$ cat config.mk
export PLATFORM = sky130hd
export DESIGN_NAME = ring_mem_station_flat
export DESIGN_NICKNAME = d
export VERILOG_FILES = /design/src/rtl/ring_mem_station_if.sv /design/src/rtl/ring_mem_station.sv /design/src/flat_wrapper.sv
export SDC_FILE = /design/constraint.sdc
export NUM_CORES = 1
export LEC_CHECK = 0
export BUFFER_PORTS_ARGS = -buffer_cell sky130_fd_sc_hd__buf_2
export CORE_AREA = 4 4 178 180
export CTS_CLUSTER_SIZE = 20
export DETAILED_ROUTE_END_ITERATION = 6
export DIE_AREA = 0 0 182 184
export RECOVER_POWER = 50
export SYNTH_ARGS = -nofsm -noshare
export SYNTH_HDL_FRONTEND = slang
export SYNTH_SLANG_ARGS = --single-unit
$ cat constraint.sdc
create_clock -name clock -period 1.6 [get_ports clock]
set_input_delay 0.16 -clock clock [delete_from_list [all_inputs] [get_ports clock]]
set_output_delay 0.16 -clock clock [all_outputs]
set_load 0.05 [all_outputs]
$ cat src/rtl/ring_mem_station_if.sv
// Core request/response and ring hop channels of one ring_mem_station.
// The slave modport is the station's view; master is the surrounding core and ring.
interface ring_mem_station_if;
  logic        req_valid;
  logic        req_ready;
  logic [31:0] req_address;
  logic        req_wen;
  logic [31:0] req_data;

  logic        resp_valid;
  logic        resp_ready;
  logic [31:0] resp_data;

  logic        io_prev_ready;
  logic        io_prev_valid;
  logic [31:0] io_prev_bits_address;
  logic [31:0] io_prev_bits_data;
  logic        io_prev_bits_wen;
  logic [7:0]  io_prev_bits_id;

  logic        io_next_ready;
  logic        io_next_valid;
  logic [31:0] io_next_bits_address;
  logic [31:0] io_next_bits_data;
  logic        io_next_bits_wen;
  logic [7:0]  io_next_bits_id;

  logic        err_unexpected;

  modport slave (
    input  req_valid, req_address, req_wen, req_data, resp_ready,
           io_prev_valid, io_prev_bits_address, io_prev_bits_data,
           io_prev_bits_wen, io_prev_bits_id, io_next_ready,
    output req_ready, resp_valid, resp_data, io_prev_ready,
           io_next_valid, io_next_bits_address, io_next_bits_data,
           io_next_bits_wen, io_next_bits_id, err_unexpected
  );

  modport master (
    output req_valid, req_address, req_wen, req_data, resp_ready,
           io_prev_valid, io_prev_bits_address, io_prev_bits_data,
           io_prev_bits_wen, io_prev_bits_id, io_next_ready,
    input  req_ready, resp_valid, resp_data, io_prev_ready,
           io_next_valid, io_next_bits_address, io_next_bits_data,
           io_next_bits_wen, io_next_bits_id, err_unexpected
  );
endinterface

$ cat src/rtl/ring_mem_station.sv
// Ring memory station: injects one core load/store at a time onto the ring,
// forwards foreign packets, and captures the read response tagged with ID.
module ring_mem_station #(
  parameter logic [7:0] ID         = 8'd0,
  parameter int         STARVE_MAX = 4
) (
  input  logic                  clock,
  input  logic                  reset_n,
  ring_mem_station_if.slave     bus
);
  localparam logic [3:0] STARVE_LIM = 4'(STARVE_MAX);

  typedef enum logic [1:0] {S_IDLE, S_SEND, S_WAIT, S_RESP} state_t;

  state_t      state, state_nxt;
  logic [3:0]  starve;
  logic [31:0] rq_addr, rq_data;
  logic        rq_wen;
  logic        nv, nw;
  logic [31:0] na, nd;
  logic [7:0]  nid;
  logic [31:0] rs_data;
  logic        err;

  logic own_pkt, can_load, force_inj, prev_ready;
  logic own_fire, fwd_fire, inject, req_fire;

  assign own_pkt    = (bus.io_prev_bits_id == ID);
  assign can_load   = !nv || bus.io_next_ready;
  assign force_inj  = (state == S_SEND) && (starve == STARVE_LIM);
  // Own responses only need the response buffer; they never wait on the output register.
  assign prev_ready = own_pkt ? (state != S_RESP) : (can_load && !force_inj);
  assign own_fire   = bus.io_prev_valid && own_pkt && prev_ready;
  assign fwd_fire   = bus.io_prev_valid && !own_pkt && prev_ready;
  assign inject     = (state == S_SEND) && can_load && !fwd_fire;
  assign req_fire   = (state == S_IDLE) && bus.req_valid;

  always_comb begin
    state_nxt      = state;
    bus.req_ready  = 1'b0;
    bus.resp_valid = 1'b0;
    case (state)
      S_IDLE: begin
        bus.req_ready = 1'b1;
        if (bus.req_valid) state_nxt = S_SEND;
      end
      S_SEND: if (inject) state_nxt = rq_wen ? S_IDLE : S_WAIT;
      S_WAIT: if (own_fire) state_nxt = S_RESP;
      S_RESP: begin
        bus.resp_valid = 1'b1;
        if (bus.resp_ready) state_nxt = S_IDLE;
      end
      default: state_nxt = S_IDLE;
    endcase
  end

  always_ff @(posedge clock or negedge reset_n) begin
    if (!reset_n) begin
      state   <= S_IDLE;
      starve  <= '0;
      rq_addr <= '0;
      rq_data <= '0;
      rq_wen  <= 1'b0;
      nv      <= 1'b0;
      na      <= '0;
      nd      <= '0;
      nw      <= 1'b0;
      nid     <= '0;
      rs_data <= '0;
      err     <= 1'b0;
    end else begin
      state <= state_nxt;
      if (req_fire) begin
        rq_addr <= bus.req_address;
        rq_data <= bus.req_data;
        rq_wen  <= bus.req_wen;
      end
      // fwd_fire in S_SEND implies starve < STARVE_LIM, so the count saturates there.
      if (state != S_SEND || inject) starve <= '0;
      else if (fwd_fire)             starve <= starve + 4'd1;
      if (fwd_fire) begin
        nv  <= 1'b1;
        na  <= bus.io_prev_bits_address;
        nd  <= bus.io_prev_bits_data;
        nw  <= bus.io_prev_bits_wen;
        nid <= bus.io_prev_bits_id;
      end else if (inject) begin
        nv  <= 1'b1;
        na  <= rq_addr;
        nd  <= rq_data;
        nw  <= rq_wen;
        nid <= ID;
      end else if (bus.io_next_ready) begin
        nv  <= 1'b0;
      end
      if (own_fire && state == S_WAIT) rs_data <= bus.io_prev_bits_data;
      if (own_fire && state != S_WAIT) err <= 1'b1;
    end
  end

  assign bus.io_prev_ready        = prev_ready;
  assign bus.io_next_valid        = nv;
  assign bus.io_next_bits_address = na;
  assign bus.io_next_bits_data    = nd;
  assign bus.io_next_bits_wen     = nw;
  assign bus.io_next_bits_id      = nid;
  assign bus.resp_data            = rs_data;
  assign bus.err_unexpected       = err;
endmodule

$ cat src/flat_wrapper.sv
// flat-port wrapper written by rule: the top's interface ports become plain ports
module ring_mem_station_flat 
#(
  parameter logic [7:0] ID         = 8'd0,
  parameter int         STARVE_MAX = 4
)
  (clock, reset_n, bus_req_valid, bus_req_address, bus_req_wen, bus_req_data, bus_resp_ready, bus_io_prev_valid, bus_io_prev_bits_address, bus_io_prev_bits_data, bus_io_prev_bits_wen, bus_io_prev_bits_id, bus_io_next_ready, bus_req_ready, bus_resp_valid, bus_resp_data, bus_io_prev_ready, bus_io_next_valid, bus_io_next_bits_address, bus_io_next_bits_data, bus_io_next_bits_wen, bus_io_next_bits_id, bus_err_unexpected);
  ring_mem_station_if bus_i ();
  input  logic clock;
  input  logic reset_n;
  input wire logic [$bits(bus_i.req_valid)-1:0] bus_req_valid;
  input wire logic [$bits(bus_i.req_address)-1:0] bus_req_address;
  input wire logic [$bits(bus_i.req_wen)-1:0] bus_req_wen;
  input wire logic [$bits(bus_i.req_data)-1:0] bus_req_data;
  input wire logic [$bits(bus_i.resp_ready)-1:0] bus_resp_ready;
  input wire logic [$bits(bus_i.io_prev_valid)-1:0] bus_io_prev_valid;
  input wire logic [$bits(bus_i.io_prev_bits_address)-1:0] bus_io_prev_bits_address;
  input wire logic [$bits(bus_i.io_prev_bits_data)-1:0] bus_io_prev_bits_data;
  input wire logic [$bits(bus_i.io_prev_bits_wen)-1:0] bus_io_prev_bits_wen;
  input wire logic [$bits(bus_i.io_prev_bits_id)-1:0] bus_io_prev_bits_id;
  input wire logic [$bits(bus_i.io_next_ready)-1:0] bus_io_next_ready;
  output wire logic [$bits(bus_i.req_ready)-1:0] bus_req_ready;
  output wire logic [$bits(bus_i.resp_valid)-1:0] bus_resp_valid;
  output wire logic [$bits(bus_i.resp_data)-1:0] bus_resp_data;
  output wire logic [$bits(bus_i.io_prev_ready)-1:0] bus_io_prev_ready;
  output wire logic [$bits(bus_i.io_next_valid)-1:0] bus_io_next_valid;
  output wire logic [$bits(bus_i.io_next_bits_address)-1:0] bus_io_next_bits_address;
  output wire logic [$bits(bus_i.io_next_bits_data)-1:0] bus_io_next_bits_data;
  output wire logic [$bits(bus_i.io_next_bits_wen)-1:0] bus_io_next_bits_wen;
  output wire logic [$bits(bus_i.io_next_bits_id)-1:0] bus_io_next_bits_id;
  output wire logic [$bits(bus_i.err_unexpected)-1:0] bus_err_unexpected;
  assign bus_i.req_valid = bus_req_valid;
  assign bus_i.req_address = bus_req_address;
  assign bus_i.req_wen = bus_req_wen;
  assign bus_i.req_data = bus_req_data;
  assign bus_i.resp_ready = bus_resp_ready;
  assign bus_i.io_prev_valid = bus_io_prev_valid;
  assign bus_i.io_prev_bits_address = bus_io_prev_bits_address;
  assign bus_i.io_prev_bits_data = bus_io_prev_bits_data;
  assign bus_i.io_prev_bits_wen = bus_io_prev_bits_wen;
  assign bus_i.io_prev_bits_id = bus_io_prev_bits_id;
  assign bus_i.io_next_ready = bus_io_next_ready;
  assign bus_req_ready = bus_i.req_ready;
  assign bus_resp_valid = bus_i.resp_valid;
  assign bus_resp_data = bus_i.resp_data;
  assign bus_io_prev_ready = bus_i.io_prev_ready;
  assign bus_io_next_valid = bus_i.io_next_valid;
  assign bus_io_next_bits_address = bus_i.io_next_bits_address;
  assign bus_io_next_bits_data = bus_i.io_next_bits_data;
  assign bus_io_next_bits_wen = bus_i.io_next_bits_wen;
  assign bus_io_next_bits_id = bus_i.io_next_bits_id;
  assign bus_err_unexpected = bus_i.err_unexpected;
  ring_mem_station #(.ID(ID), .STARVE_MAX(STARVE_MAX)) u_core (.clock(clock), .reset_n(reset_n), .bus(bus_i));
endmodule
Word level (Yosys, flattened, before mapping)
Cells that the tools add are included.
{"block": "word_totals", "register_bits": 178, "input_bits": 144, "output_inout_bits": 110, "wordCells": 69}
{"block": "op_classes", "addsub": 1, "eq_ne": 11, "n_mux": 22, "reduce_logical": 23}
{"cell": "$mux W32", "n": 4}
{"cell": "$mux W8", "n": 2}
{"cell": "$logic_and A1 B1 Y1", "n": 11}
{"cell": "$mux W2", "n": 5}
{"cell": "$logic_not A8 Y1", "n": 1}
{"cell": "$mux W1", "n": 8}
{"cell": "$mux W4", "n": 2}
{"cell": "$ne A2 B2 Y1 const B", "n": 4}
{"cell": "$pmux W2 S4", "n": 1}
{"cell": "$ne A2 B1 Y1 const B", "n": 3}
{"cell": "$add A4 B1 Y4 const B", "n": 1}
{"cell": "$eq A2 B2 Y1 const B", "n": 2}
{"cell": "$eq A4 B3 Y1 const B", "n": 1}
{"cell": "$logic_not A1 Y1", "n": 4}
{"cell": "$reduce_and A4 Y1", "n": 1}
{"cell": "$reduce_bool A2 Y1", "n": 2}
{"cell": "$reduce_bool A3 Y1", "n": 1}
{"cell": "$eq A2 B1 Y1 const B", "n": 1}
{"cell": "$logic_not A2 Y1", "n": 1}
{"cell": "$logic_or A1 B1 Y1", "n": 2}

Longest topological paths before layout
Gate-level depths: netlist of the first run.
{"block": "logic_depth", "depth_word": 10, "mapped_depth": 8, "ltp_nobuf": 6}

Least setup slack after synthesis of the first run
Ideal clock, no wire load.
{"block": "synth_timing", "kind": "register to register", "start": "register (tool-made name)", "end": "register u_core.rq_data[10]", "setup_ps": 125, "arrival_ps": 2298, "required_ps": 1475, "setup_slack_ps": -822, "path_stages_with_launch": 8, "n_path_buf": 4, "period_less_slack_ps": 2422, "cell_sequence": "dfrtp_1 -> clkbuf_2 -> nor2_1 -> and2_1 -> clkbuf_1 -> buf_2 -> buf_2 -> mux2_2"}
{"element": "end signal: assignment", "line": "ring_mem_station.sv:75", "text": "rq_data <= bus.req_data;"}
{"element": "end: declaration", "line": "ring_mem_station.sv:17", "text": "logic [31:0] rq_addr, rq_data;"}

Worst setup path after layout of the first run
{"block": "layout_timing", "start": "register u_core.starve[1]", "end": "register u_core.nd[4] (netlist: u_core.bus.io_next_bits_data[4])"}
{"block": "layout_between", "elab_chain_cells": 9, "elab_cells_between_ends": 10, "cone_classes": "eq/ne (1); mux (2); reduce/logical (7)"}
{"element": "start: declaration", "line": "ring_mem_station.sv:16", "text": "logic [3:0] starve;"}
{"element": "start signal: assignment", "line": "ring_mem_station.sv:80", "text": "else if (fwd_fire) starve <= starve + 4'd1;"}
{"element": "$eq A4 B3 Y1 *", "line": "ring_mem_station.sv:30", "text": "assign force_inj = (state == S_SEND) && (starve == STARVE_LIM);"}
{"element": "$logic_and A1 B1 Y1 *", "line": "ring_mem_station.sv:30"}
{"element": "$logic_not A1 Y1 *", "line": "ring_mem_station.sv:32", "text": "assign prev_ready = own_pkt ? (state != S_RESP) : (can_load && !force_inj);"}
{"element": "$logic_and A1 B1 Y1 *", "line": "ring_mem_station.sv:32"}
{"element": "$mux W1 *", "line": "ring_mem_station.sv:32"}
{"element": "$logic_and A1 B1 Y1 *", "line": "ring_mem_station.sv:34", "text": "assign fwd_fire = bus.io_prev_valid && !own_pkt && prev_ready;"}
{"element": "$logic_not A1 Y1", "line": "ring_mem_station.sv:35", "text": "assign inject = (state == S_SEND) && can_load && !fwd_fire;"}
{"element": "$logic_and A1 B1 Y1", "line": "ring_mem_station.sv:35"}
{"element": "$reduce_bool A2 Y1 (no line)"}
{"element": "end signal: assignment", "line": "ring_mem_station.sv:84", "text": "nd <= bus.io_prev_bits_data;"}
{"element": "end signal: assignment", "line": "ring_mem_station.sv:90", "text": "nd <= rq_data;"}
{"element": "end: declaration", "line": "ring_mem_station.sv:20", "text": "logic [31:0] na, nd;"}
Every way passes the cells marked *; elsewhere a longest branch is shown, timed or not.
A chain may end at the register's enable or synchronous reset.

==> flow_summary.yaml, run 1 <==
clock_tree:
  clk-insertion-delay-late_ns: 0.43
  cts.sink_count: 178
  ctsLongestPathBuffers: 2
  clkTransAtPathRegs_ns: 0.07
  cts.root.buffer_cell: "sky130_fd_sc_hd__clkbuf_16"
  cts-buffers-inserted: 17
  tritoncts: "done"
  cts-htree-levels: 4
yosys:
  gate_count_after_technology_mapping: 511
  synthesis.yosys.warnings: 0
  yosys.area_share.adder_pct: 0.338
  ys_dominant_reg_cell: "sky130_fd_sc_hd__dfrtp_1"
  post_synth_and_or_nand_nor_area_fraction_pct: 8.30
  synth.mux.area_fraction_pct: 16.1
  yosys_top_cell_by_area: "sky130_fd_sc_hd__dfrtp_1"
  synth_top_family_by_area: "multiplexers"
  yosysTopAreaCellShare_pct: 60.2
  synth_top_cells_by_area: "sky130_fd_sc_hd__dfrtp_1 (60%), sky130_fd_sc_hd__mux2_2 (10%), sky130_fd_sc_hd__a221o_1 (8.8%), sky130_fd_sc_hd__mux2_4 (5.9%), sky130_fd_sc_hd__and3_1 (5.5%)"
  synthesis.nets: 657
  syn_area_per_cell_um2: 14.5
  post_synthesis_sequential_area_ratio_pct: 60.2
  synth_compound_gate_area_share_pct: 11.4
  synth_xor_xnor_area_share_pct: 0
  synth-edff-count: 0
  syn_area_um2: 7400
  async_flop_share_pct: 100
  ys_types: 36
  postSynthRegisterBits: 178
drt:
  route.antenna.remaining_nets: 0
  post_drt_via_cell_ratio: 4.76
  detail_route.drc_violations: 0
  routed_wirelength_mm: 27.9
  via_count: 6496
  dr.pass1.iters: 4
  post_dr_wirelength_cell_um: 20.4
  detail_route.iter0.violations: 294
pwr:
  p_clk_share_pct: 19.1
  leakagePower_nw: 6.21
  fin_total_pwr_mw: 22.5
  vdd_ir_drop_max_mv: 1.46
  power.sequential.fraction_pct: 32.5
  total_switching_power_mw: 9.24
  combinationalPowerShare_pct: 48.4
  powerDensity_nw_per_um2: 1840
  sw_frac_of_total_pct: 41.0
  p_int_mw: 13.3
floorplan:
  die_h_um: 184
  die_width_um: 182
  placementRows: 64
  floorplan.core_area_um2: 30200
  design.portCount: 254
  initial_core_util_pct: 24.5
  die_area_um2: 33500
global_routing:
  grt_pass1_vias: 6813
  number_of_antenna_violations_at_the_first_check_in_global_routing: 1
  global_route_wire_length_before_repair_mm: 38.8
  grt_overflow_total: 0
  global_route.usage.total_pct: 14.8
  grt_max_degree: 50
critical_path:
  critical_path_required_ns: 1.90
  setup.worst_path.class: "reg -> reg"
  path_max_fanout: 10
  crit_path_start_kind: "flip-flop"
  end_kind: "flip-flop"
  worst-endpoint-arrival_ns: 2.19
timing:
  max_freq_ghz: 0.531
  setup_viol_count_final: 134
  unrepaired_setup_endpoints_after_global_routing: "yes"
  maxSlewHeadroom_pct: 50.3
  portion_of_the_clock_cycle_consumed_by_the_worst_path_in_the_final_layout_pct: 118
  maxSlewViolCount: 0
  timing.final.hold_violations: 0
  period_minus_slack_ns: 1.88
  tightestPinTransition_ns: 0.746
  skew_ns: 0.0147
  final_critical_path_setup_slack_ns: -0.282
cells_and_area:
  n_antenna_cell: 0
  layout-drive-gt1-share_pct: 49.5
  num-fill-cells: 2783
  finalNetCount: 1101
  syn_to_final_growth_pct: 65.5
  layout.cell_area.non_filler_um2: 12200
placement:
  post_dp_cell_area_um2: 9470
  gp_congestion: 0.797
  detailedPlacementHpwl_mm: 15.5
  io_buffers: 253
hold_path:
  worst_hold_path_type: "in -> reg"
outcome:
  run_status: "finished, violations left"
  failed_checks: "negative setup slack"
flow_run:
  cap_violations: 0
-- cell usage after synthesis, types with 2 or more instances --
library cell / number
sky130_fd_sc_hd__nand2b_1: 2
sky130_fd_sc_hd__buf_2: 19
sky130_fd_sc_hd__mux2_4: 29
sky130_fd_sc_hd__o21ai_0: 3
sky130_fd_sc_hd__a21oi_1: 2
sky130_fd_sc_hd__dfrtp_1: 178
sky130_fd_sc_hd__ha_1: 2
sky130_fd_sc_hd__inv_1: 5
sky130_fd_sc_hd__or4_4: 2
sky130_fd_sc_hd__nor4_1: 2
sky130_fd_sc_hd__a31oi_1: 2
sky130_fd_sc_hd__a221o_1: 65
sky130_fd_sc_hd__nor2b_1: 3
sky130_fd_sc_hd__clkbuf_1: 11
sky130_fd_sc_hd__buf_6: 10
sky130_fd_sc_hd__nand2_1: 8
sky130_fd_sc_hd__mux2_2: 67
sky130_fd_sc_hd__nor2_1: 6
sky130_fd_sc_hd__nand3_1: 5
sky130_fd_sc_hd__and3_1: 65
sky130_fd_sc_hd__a22o_1: 10
-- cells by family after synthesis --
| group | count (synthesis) |
|---|---|
| adder cells (fa/ha/maj) | 2 |
| AO/OA/AOI/OAI | 90 |
| multiplexers | 96 |
| AND/OR/NAND/NOR | 99 |
| flip-flops | 178 |
| buffers and inverters | 46 |
-- worst max-delay path, cell delays in order (launching register included) --
cell and delay (ns):
sky130_fd_sc_hd__dfrtp_1 0.39, sky130_fd_sc_hd__inv_2 0.09, sky130_fd_sc_hd__ha_4 0.14, sky130_fd_sc_hd__nor2b_4 0.18, sky130_fd_sc_hd__a31o_4 0.18, sky130_fd_sc_hd__buf_4 0.12, sky130_fd_sc_hd__nor2_4 0.06, sky130_fd_sc_hd__buf_12 0.14
sky130_fd_sc_hd__clkbuf_16 0.16, sky130_fd_sc_hd__a221o_1 0.30
-- final timing paths --
kind	start	to	slack, ns	cells after the start
max	u_core.starve[1]	u_core.bus.io_next_bits_data[4]	-0.28	9
min in group asynchronous	reset_n	u_core.bus.resp_data[17]	0.36	2
min reg2reg	u_core.bus.err_unexpected	u_core.bus.err_unexpected	0.48	1
max in group asynchronous	reset_n	u_core.rq_addr[23]	0.23	3
max reg2reg	u_core.starve[1]	u_core.bus.io_next_bits_data[4]	-0.28	9
min	bus_io_prev_bits_id[7]	u_core.bus.io_next_bits_id[7]	0.02	2
-- power by group through the flow --
stage	registers, mW	clock network (mW)	logic (mW)
floorplan	10.2	0	3.25
global placement	7.26	0	8.69
detailed placement	7.26	0	8.82
CTS	7.22	4.44	9.40
global route	7.51	4.60	11.4
finish	7.32	4.30	10.9
-- layout by cell type (no fill, tap or decap), types with 5 or more instances in the layout --
cell type                       netlist  final
sky130_fd_sc_hd__nand2_1              8      5
sky130_fd_sc_hd__buf_16               0      5
sky130_fd_sc_hd__buf_12               0     11
sky130_fd_sc_hd__buf_4                0     29
sky130_fd_sc_hd__a22o_1              10     10
sky130_fd_sc_hd__buf_2               19    249
sky130_fd_sc_hd__and3_1              65     65
sky130_fd_sc_hd__a221o_1             65     65
sky130_fd_sc_hd__clkbuf_1            11      6
sky130_fd_sc_hd__buf_6               10     13
sky130_fd_sc_hd__clkbuf_16            0     27
sky130_fd_sc_hd__dlygate4sd3_1        0    135
sky130_fd_sc_hd__mux2_4              29     93
sky130_fd_sc_hd__dfrtp_1            178    177
-- flip-flops by register name (all words and copies together) (netlist names), named ones only --
register / count
u_core.bus.resp_data: 32
u_core.bus.io_next_bits_data: 32
u_core.bus.io_next_bits_address: 32
u_core.rq_wen: 1
u_core.bus.io_next_bits_wen: 1
u_core.rq_data: 32
u_core.bus.io_next_bits_id: 8
u_core.starve: 4
u_core.bus.err_unexpected: 1
u_core.rq_addr: 32
u_core.bus.io_next_valid: 1
u_core.state: 1
-- through the flow --
step | hold WS, ns | instances | TNS [ns] | util (%) | setup slack [ns]
finish | 0.0232 | 1364 | -23.69 | 40.6 | -0.282
global route | 0.0104 | 1364 | -33.54 | 40.6 | -0.341
CTS | 0.00527 | 1339 | -19.03 | 38.4 | -0.313
detailed placement | 0.168 | 1165 | -34.27 | 31.4 | -0.441
global placement | 0.177 | 1165 | -32.12 | 31.4 | -0.399
floorplan | -0.136 | 511 | -21.03 | - | -0.187
-- layout make-up --
| cell class | count | area [um^2] | share of cell area, % |
|---|---|---|---|
| Timing Repair Buffer | 466 | 3680 | 30.0 |
| Clock inverter | 14 | 153 | 1.25 |
| Clock buffer | 18 | 439 | 3.59 |
| Sequential cell | 178 | 4460 | 36.4 |
| Multi-Input combinational cell | 287 | 3010 | 24.5 |
| Inverter | 5 | 18.8 | 0.153 |
| Tap cell | 396 | 495 | 4.05 |
-- repair_timing --
item | CTS | global route
hold endpoints to repair | 204 | 0
pin swaps | 4 | 30
gates cloned | 3 | 14
setup buffers | 4 | 12
hold buffers | 135 | 0
endpoints found under the setup margin | 82 | 134
gates resized for setup | 13 | 92
-- layer usage --
layer	vias to the layer above	global-route usage [%]	part of all wire (%)	routed length, um
met4	2	4.92	2.6	729
met3	53	3.58	6.2	1720
li1	2836	-	-	-
met2	292	24.5	49	13600
met5	-	0	0.072	20
met1	3313	19.2	42	11800
Note: power is estimated with default switching activity, not from simulation.
==> inputs of run 2 (changes only) <==
Settings changed: SKIP_LAST_GASP set to 1.
==> run 2 against run 1 <==
Compared with the run above:
- the flow still finishes with violations (negative setup slack)
- clock power hardly changed
- sequential cell count stayed put
- fmax is 0.62% higher
- power is 3.5% lower
==> flow_summary.yaml, run 2 (same netlist as run 1, synthesis figures left out) <==
cells_and_area:
  syn_to_final_growth_pct: 62.0
  num-fill-cells: 2797
  layout-drive-gt1-share_pct: 48.9
  most-common-layout-cells: "sky130_fd_sc_hd__buf_2 (249), sky130_fd_sc_hd__dfrtp_1 (177), sky130_fd_sc_hd__dlygate4sd3_1 (135)"
  finalNetCount: 1099
  finalNonFillerCells: 1362
  n_antenna_cell: 0
  leading_cell_type_in_the_layout_fill_and_taps_excluded: "sky130_fd_sc_hd__buf_2"
drt:
  wl_met1_mm: 11.3
  met3RoutedLength_mm: 1.78
  via_count: 6436
  route.antenna.remaining_nets: 0
  detail_route.drc_violations: 0
  detail_route.iter0.violations: 294
  post_drt_via_cell_ratio: 4.73
  routed.top_layer: "met5"
  routed_wirelength_mm: 27.0
  dr.pass1.iters: 5
  routed-wl-met2_mm: 13.3
  post_dr_wirelength_cell_um: 19.8
floorplan:
  floorplan.core_area_um2: 30200
  die_h_um: 184
  placementRows: 64
  design.portCount: 254
  die_width_um: 182
  die_area_um2: 33500
  initial_core_util_pct: 24.5
timing:
  skew_ns: 0.0115
  period_minus_slack_ns: 1.87
  maxSlewViolCount: 0
  maxSlewHeadroom_pct: 50.5
  tightestPinTransition_ns: 0.743
  final_critical_path_setup_slack_ns: -0.270
  timing.final.hold_violations: 0
  finalSetupTns_ns: -17.43
  portion_of_the_clock_cycle_consumed_by_the_worst_path_in_the_final_layout_pct: 117
  max_freq_ghz: 0.535
  setup_viol_count_final: 113
  unrepaired_setup_endpoints_after_global_routing: "yes"
clock_tree:
  cts.root.buffer_cell: "sky130_fd_sc_hd__clkbuf_16"
  cts-buffers-inserted: 17
  cts.sink_count: 178
  clkTransAtPathRegs_ns: 0.07
  tritoncts: "done"
  ctsLongestPathBuffers: 2
  clk-insertion-delay-late_ns: 0.43
  cts-htree-levels: 4
global_routing:
  grt_max_degree: 50
  global_route_wire_length_before_repair_mm: 38.7
  grt_overflow_total: 0
  number_of_antenna_violations_at_the_first_check_in_global_routing: 1
  grt_pass1_vias: 6810
  global_route.usage.total_pct: 14.8
placement:
  dp.cells: 1165
  io_buffers: 253
  gp_congestion: 0.797
  detailedPlacementHpwl_mm: 15.5
pwr:
  vdd_ir_drop_max_mv: 1.43
  leakagePower_nw: 6.00
  fin_total_pwr_mw: 21.7
  powerDensity_nw_per_um2: 1810
critical_path:
  worst-endpoint-arrival_ns: 1.71
  crit_slowest_cell: "sky130_fd_sc_hd__dfrtp_1"
  crit_path_start_kind: "flip-flop"
  worst_path_largest_cell_delay_ns: 0.39
  end_kind: "primary output"
  worst-r2r-setup-slack_ns: -0.26
  worstPathCellList: "nor2b_2 > buf_4 > a31o_4 > o21ai_4 > buf_6"
  critical_path_required_ns: 1.44
  setup.worst_path.class: "reg -> out"
  path_max_fanout: 3
hold_path:
  worst_hold_path_type: "in -> reg"
outcome:
  failed_checks: "negative setup slack"
  run_status: "finished, violations left"
flow_run:
  cap_violations: 0
run 2: changes by cell type in the layout (fill, tap and decap cells not counted), moves of 2 or more:
| cell | change |
|---|---|
| sky130_fd_sc_hd__buf_12 | +2 |
| sky130_fd_sc_hd__clkbuf_2 | +2 |
| sky130_fd_sc_hd__mux2_4 | -50 |
| sky130_fd_sc_hd__buf_8 | -4 |
| sky130_fd_sc_hd__nand2_1 | +2 |
| sky130_fd_sc_hd__buf_6 | -3 |
| sky130_fd_sc_hd__buf_4 | +2 |
| sky130_fd_sc_hd__mux2_2 | +50 |
run 2: path summary, 6_finish.rpt:
check,start,endpoint,cells after the start
hold / removal,bus_io_prev_bits_id[7],u_core.bus.io_next_bits_id[7],2
max in group asynchronous,reset_n,u_core.rq_addr[23],3
setup reg to reg,u_core.starve[1],u_core.bus.io_next_bits_data[4],9
hold reg to reg,u_core.bus.err_unexpected,u_core.bus.err_unexpected,1
setup / recovery,u_core.state[0],bus_io_prev_ready,5
min in group asynchronous,reset_n,u_core.bus.resp_data[17],2
run 2: per-layer routing:
metal  vias to the layer above  global-route usage [%]
met2                       308                    24.5
met5                         -                       0
met3                        45                    3.64
met1                      3246                    19.1
met4                         2                    4.92
li1                       2835                       -
run 2: where the power goes:
group / leakage (nW) / switching (mW) / total [mW] / internal [mW]
logic: 3.50 / 6.04 / 10.2 / 4.12
registers: 2.22 / 1.00 / 7.27 / 6.27
clock network: 0.280 / 1.93 / 4.30 / 2.37
run 2: critical path, delay by kind of cell (launching register included):
| family | cells | cell delay (ns) |
|---|---|---|
| flip-flops | 1 | 0.39 |
| AND/OR/NAND/NOR | 1 | 0.19 |
| buffers and inverters | 2 | 0.33 |
| AO/OA/AOI/OAI | 2 | 0.38 |
run 2: timing repair:
| action | in CTS | in global routing |
|---|---|---|
| endpoints found under the hold margin | 204 | 0 |
| hold buffers | 135 | 0 |
| setup buffers | 4 | 11 |
| pin swaps | 4 | 21 |
| endpoints found under the setup margin | 82 | 143 |
| cloned | 3 | 13 |
| resized for setup | 7 | 30 |
run 2: stage by stage:
stage               cell area [um^2]  hold WS [ns]  setup slack, ns  util [%]
global placement                9470         0.177           -0.399      31.4
global route                   12000       0.00878           -0.331      39.7
floorplan                       7480        -0.136           -0.187         -
finish                         12000        0.0217           -0.270      39.7
CTS                            11600       0.00527           -0.313      38.3
detailed placement              9470         0.168           -0.441      31.4
run 2: layout make-up:
cell class,count,area [um^2],share of cell area [%]
Multi-Input combinational cell,287,2800,23.4
Timing Repair Buffer,464,3630,30.2
Clock inverter,14,153,1.27
Clock buffer,18,439,3.66
Inverter,5,18.8,0.157
Sequential cell,178,4460,37.2
Tap cell,396,495,4.13
